<file path="src/rtl/voice_allocator.sv">
// voice_allocator: shares NUM_VOICES phase accumulators between note-on/off events.
// Latency: an accepted event updates the voice outputs NUM_VOICES+1 edges after its handshake.
// Backpressure: ev_ready is low while an event is scanned and committed; one event per NUM_VOICES+2 cycles.
//
// Ports:
//   clk, reset          - rising-edge clock, asynchronous active-high reset
//   ev_valid/ev_ready   - event handshake; ev_on/ev_note/ev_step sampled only at the handshake edge
//   voice_step          - packed per-voice phase increment, voice v at [v*STEP_WIDTH +: STEP_WIDTH]
//   voice_note          - packed per-voice note number, voice v at [v*7 +: 7]
//   voice_gate          - per-voice held flag
//   voice_reset         - per-voice one-cycle pulse that restarts the accumulator on (re)trigger
module voice_allocator #(
    parameter int NUM_VOICES = 4,
    parameter int STEP_WIDTH = 32
) (
    input  logic                             clk,
    input  logic                             reset,
    input  logic                             ev_valid,
    output logic                             ev_ready,
    input  logic                             ev_on,
    input  logic [6:0]                       ev_note,
    input  logic [STEP_WIDTH-1:0]            ev_step,
    output logic [NUM_VOICES*STEP_WIDTH-1:0] voice_step,
    output logic [NUM_VOICES-1:0]            voice_gate,
    output logic [NUM_VOICES-1:0]            voice_reset,
    output logic [NUM_VOICES*7-1:0]          voice_note
);

    localparam int IW = (NUM_VOICES > 1) ? $clog2(NUM_VOICES) : 1;
    localparam logic [IW-1:0] LAST_IDX = IW'(NUM_VOICES - 1);

    localparam logic [1:0] IDLE   = 2'd0;
    localparam logic [1:0] SCAN   = 2'd1;
    localparam logic [1:0] COMMIT = 2'd2;

    logic [1:0]            state;
    logic                  ready_q;

    // Event latched at the handshake edge.
    logic                  lat_on;
    logic [6:0]            lat_note;
    logic [STEP_WIDTH-1:0] lat_step;

    // Scan results.
    logic [IW-1:0]         scan_idx;
    logic                  match_found;
    logic [IW-1:0]         match_idx;
    logic                  free_found;
    logic [IW-1:0]         free_idx;
    logic [NUM_VOICES-1:0] match_mask;

    logic [IW-1:0]         steal_ptr;

    // Per-voice state.
    logic [STEP_WIDTH-1:0] step_q [NUM_VOICES];
    logic [6:0]            note_q [NUM_VOICES];
    logic [NUM_VOICES-1:0] gate_q;
    logic [NUM_VOICES-1:0] rst_q;

    // Voice under examination this SCAN cycle.
    logic                  cur_gate;
    logic                  cur_match;

    // Note-on target: retrigger beats free beats steal.
    logic [IW-1:0]         tgt;
    logic                  is_steal;

    always_comb begin
        cur_gate  = gate_q[scan_idx];
        cur_match = cur_gate && (note_q[scan_idx] == lat_note);
    end

    always_comb begin
        is_steal = 1'b0;
        if (match_found) begin
            tgt = match_idx;
        end else if (free_found) begin
            tgt = free_idx;
        end else begin
            tgt      = steal_ptr;
            is_steal = 1'b1;
        end
    end

    always_ff @(posedge clk or posedge reset) begin
        if (reset) begin
            state       <= IDLE;
            ready_q     <= 1'b0;
            lat_on      <= 1'b0;
            lat_note    <= '0;
            lat_step    <= '0;
            scan_idx    <= '0;
            match_found <= 1'b0;
            match_idx   <= '0;
            free_found  <= 1'b0;
            free_idx    <= '0;
            match_mask  <= '0;
            steal_ptr   <= '0;
            gate_q      <= '0;
            rst_q       <= '0;
            for (int v = 0; v < NUM_VOICES; v++) begin
                step_q[v] <= '0;
                note_q[v] <= '0;
            end
        end else begin
            // voice_reset is a pulse: only the COMMIT cycle raises a bit.
            rst_q <= '0;
            case (state)
                IDLE: begin
                    if (ev_valid && ready_q) begin
                        lat_on      <= ev_on;
                        lat_note    <= ev_note;
                        lat_step    <= ev_step;
                        scan_idx    <= '0;
                        match_found <= 1'b0;
                        free_found  <= 1'b0;
                        match_mask  <= '0;
                        ready_q     <= 1'b0;
                        state       <= SCAN;
                    end else begin
                        // Also how ready first rises one edge after reset release.
                        ready_q <= 1'b1;
                    end
                end
                SCAN: begin
                    if (cur_match) begin
                        match_mask[scan_idx] <= 1'b1;
                        if (!match_found) begin
                            match_found <= 1'b1;
                            match_idx   <= scan_idx;
                        end
                    end
                    if (!cur_gate && !free_found) begin
                        free_found <= 1'b1;
                        free_idx   <= scan_idx;
                    end
                    if (scan_idx == LAST_IDX) begin
                        state <= COMMIT;
                    end else begin
                        scan_idx <= scan_idx + IW'(1);
                    end
                end
                COMMIT: begin
                    if (lat_on) begin
                        step_q[tgt] <= lat_step;
                        note_q[tgt] <= lat_note;
                        gate_q[tgt] <= 1'b1;
                        rst_q[tgt]  <= 1'b1;
                        // Pointer moves only when a held voice is taken over.
                        if (is_steal) begin
                            steal_ptr <= (steal_ptr == LAST_IDX) ? '0 : steal_ptr + IW'(1);
                        end
                    end else begin
                        // Empty mask leaves gates untouched; step/note are kept for release tails.
                        gate_q <= gate_q & ~match_mask;
                    end
                    ready_q <= 1'b1;
                    state   <= IDLE;
                end
                default: begin
                    ready_q <= 1'b0;
                    state   <= IDLE;
                end
            endcase
        end
    end

    assign ev_ready    = ready_q;
    assign voice_gate  = gate_q;
    assign voice_reset = rst_q;

    for (genvar v = 0; v < NUM_VOICES; v++) begin : g_pack
        assign voice_step[v*STEP_WIDTH +: STEP_WIDTH] = step_q[v];
        assign voice_note[v*7 +: 7]                   = note_q[v];
    end

endmodule

</file>
<file path="config.mk">
export PLATFORM = sky130hd
export DESIGN_NAME = voice_allocator
export DESIGN_NICKNAME = d
export VERILOG_FILES = /design/src/rtl/voice_allocator.sv
export SDC_FILE = /design/constraint.sdc
export NUM_CORES = 1
export LEC_CHECK = 0
export BUFFER_PORTS_ARGS = -buffer_cell sky130_fd_sc_hd__buf_2
export CAP_MARGIN = 20
export CORE_AREA = 4 4 175 177
export DETAILED_ROUTE_END_ITERATION = 10
export DIE_AREA = 0 0 179 181
export PLACE_DENSITY_LB_ADDON = 0.15
export SLEW_MARGIN = 25
export SYNTH_ARGS = -nofsm -noshare
export SYNTH_HDL_FRONTEND = slang
export SYNTH_SLANG_ARGS = --single-unit
export TNS_END_PERCENT = 30
</file>
<file path="constraint.sdc">
create_clock -name clk -period 9.2 [get_ports clk]
set_input_delay 0.92 -clock clk [delete_from_list [all_inputs] [get_ports clk]]
set_output_delay 0.92 -clock clk [all_outputs]
set_load 0.05 [all_outputs]
</file>
==> out/results.ini <==
[outcome]
status = completed

[timing]
skew_ns = 0.00827
rsz0062_at_grt = no
period_share_pct = 30.0
max_freq_mhz = 362
finalCriticalPeriod_ns = 2.76
tightest_slew_ns = 0.970
final_max_slew_viol_count = 0
relSlewSlack_pct = 35.3
final-hold-violation-count = 0
whs_ns = 0.483
finalSetupViolations = 0
setup_tns_ns = 0

[logic_synthesis]
ys_seq_elements = 221
yosysTopAreaCellShare_pct = 63.8
yosysSeqAreaShare_pct = 63.8
synth_edf_count = 0
ys_types = 34
postSynthCellCount = 621
yosys_warnings = 0
synthFlopType = dfrtp_1
yosysTopAreaCell = dfrtp_1
syn_nets = 669
yosysMostFrequentCell = dfrtp_1
synthTopCellsByArea = dfrtp_1 64%, mux2_2 20%, nand2_1 5.5%
syn_area_sq_um = 8670
synthTopCellsByCount = 221 x dfrtp_1, 152 x mux2_2, 127 x nand2_1
async_flop_share_pct = 100
synth_area_per_cell_sq_um = 14.0

[clock_tree]
cts_resized = 0
postCtsSetupBuffers = 0
numClockSinks = 221
cts.path.max_buffers = 3
clk_pin_slew_ns = 0.06
ctsHtreeMaxLevel = 1
cts_buffers = 26
ctsHoldBuffers = 0
cts-root-buf = clkbuf_16
clk-insertion-delay-late_ns = 0.52
cts_tree = built

[power_and_ir_drop]
power.density_nw_per_um2 = 359
power_switching_mw = 1.70
ir_worst_vdd_v = 0.000163
p_seq_share_pct = 38.9
swShare_pct = 43.0
p_leak_nw = 6.02
power_frac_clock_pct = 24.6
internal-power_mw = 2.25
comb_power_share_pct = 36.5

[cells_and_area]
areaGrowthSynthToFinish_pct = 26.9
fin_util_pct = 37.6
layout.nets = 886
fin_area_sq_um = 11000
seqCellArea_sq_um = 5530
multi_input_comb_area_sq_um = 3010
final_cells = 1248
drive_gt1_share_pct = 49.1
fill_cells = 2919

[global_routing]
grt.total_usage_pct = 14.5
grt_max_degree = 105
grt_pass1_vias = 6031
grt_first_pass_wirelength_mm = 36.9
antenna_found_initial = 1
globalRouteOverflowTotal = 0

[place]
dp_cells = 1200
gp_congestion = 0.754
io_buffers = 207
dp_hpwl_mm = 15.7
placed_area_sq_um = 10200

[route]
viasPerCell = 4.41
initialDrtViolationCount = 241
vias = 5504
drc = 0
detail-route-antenna-nets = 0
firstDrtPassIters = 4
routed_wl_mm = 23.5
wl_per_cell_um = 18.8

[floorplanning]
die-area_sq_um = 32400
die_w_um = 179
num_rows = 63
fp.dieH_um = 181
pin_count = 208
start_util_pct = 29.6
core_sq_um = 29200

[hold_path]
min_path_cells = 1
min_path_type = flop to flop

[critical_path]
critPathRequiredTime_ns = 9.60
endpoint_kind = flop
reg2reg_depth = 6
start_kind = flop
critPathKind = flop to flop
cp.arrival_ns = 3.16
cp_max_fo = 20

[run]
cap_violations = 0

-- logic make-up after synthesis --
group | Yosys count | share of synthesized area [%]
AOI/OAI and AO/OA | 23 | 1.86
xor gates and xnor gates | 7 | 0.707
adders and majority gates | 5 | 0.722
buffers and inverters | 35 | 1.85
DFF | 221 | 63.8
muxes | 179 | 23.7
and+or+nand+nor | 151 | 7.36
-- cells in the final DEF, fill, tap and decap left out, types with 3 or more instances in the layout --
master / Yosys / layout
clkbuf_8: 0 / 4
buf_2: 17 / 207
clkinv_2: 0 / 4
nor3_2: 3 / 3
a22o_1: 4 / 4
clkbuf_16: 0 / 27
nor3_1: 6 / 4
nor2_1: 3 / 3
ha_1: 5 / 5
mux2i_1: 11 / 11
buf_4: 0 / 12
o21ai_0: 6 / 6
xnor2_1: 6 / 6
clkinvlp_4: 0 / 3
dfrtp_1: 221 / 221
mux2_2: 152 / 152
nand2b_1: 3 / 3
clkbuf_1: 12 / 9
inv_1: 4 / 3
nand2_1: 127 / 127
a21o_1: 7 / 7
mux2_1: 12 / 12
-- cell type report --
class                           count  share of cell area (%)
Clock buffer                       40                    6.95
Timing Repair Buffer              220                    10.4
Tap cell                          390                    4.44
Inverter                            4                   0.205
Multi-Input combinational cell    365                    27.3
Sequential cell                   221                    50.3
Antenna cell                        1                  0.0228
Clock inverter                      7                   0.387
-- metal layers --
metal | share of wire (%) | track usage, % | vias up
met4 | 1.4 | 3.07 | 2
met3 | 8.4 | 4.88 | 25
met2 | 47 | 22.8 | 149
met1 | 43 | 19.7 | 2752
li1 | - | - | 2576
met5 | 0.085 | 0 | -
-- worst paths after layout --
| check | startpoint | end | slack, ns |
|---|---|---|---|
| min in group asynchronous | reset | voice_step[24]$_DFFE_PP0P_ | 0.55 |
| min | voice_step[57]$_DFFE_PP0P_ | voice_step[57]$_DFFE_PP0P_ | 0.48 |
| max reg2reg | scan_idx[0]$_DFFE_PP0P_ | match_idx[1]$_DFFE_PP0P_ | 6.44 |
| max in group asynchronous | reset | voice_note[21]$_DFFE_PP0P_ | 7.21 |
| min reg2reg | voice_step[57]$_DFFE_PP0P_ | voice_step[57]$_DFFE_PP0P_ | 0.48 |
| max | scan_idx[0]$_DFFE_PP0P_ | match_idx[1]$_DFFE_PP0P_ | 6.44 |
-- flip-flops by register name, indices dropped and copies added (netlist names) --
signal,cells
match_found,1
voice_gate,4
lat_step,32
steal_ptr,2
free_found,1
lat_on,1
lat_note,7
voice_note,28
ev_ready,1
state,2
match_idx,2
scan_idx,2
voice_step,128
free_idx,2
match_mask,4
voice_reset,4
-- power by group through the flow --
stage	registers, mW	logic (mW)	clock network [mW]
finish	1.54	1.44	0.971
global route	1.59	1.54	1.05
CTS	1.54	1.46	1.01
detailed placement	1.56	1.46	0
global placement	1.56	1.45	0
floorplan	2.11	0.470	0
-- metrics by stage --
step | power (mW) | worst slack, ns
6_report | 3.95 | 6.44
3_5_place_dp | 3.01 | 6.41
5_1_grt | 4.18 | 6.24
3_3_place_gp | 3.01 | 6.29
2_1_floorplan | 2.58 | 2.23
4_1_cts | 4.01 | 6.38
-- worst max-delay path: stages (launching register included) --
cell       delay [ns]
dfrtp_1          0.97
mux4_2           0.61
xor2_1           0.16
nor3b_2          0.18
o2111ai_1        0.17
nor3_2           0.19
mux2_2           0.36
Note: power is estimated with default switching activity, not from simulation.
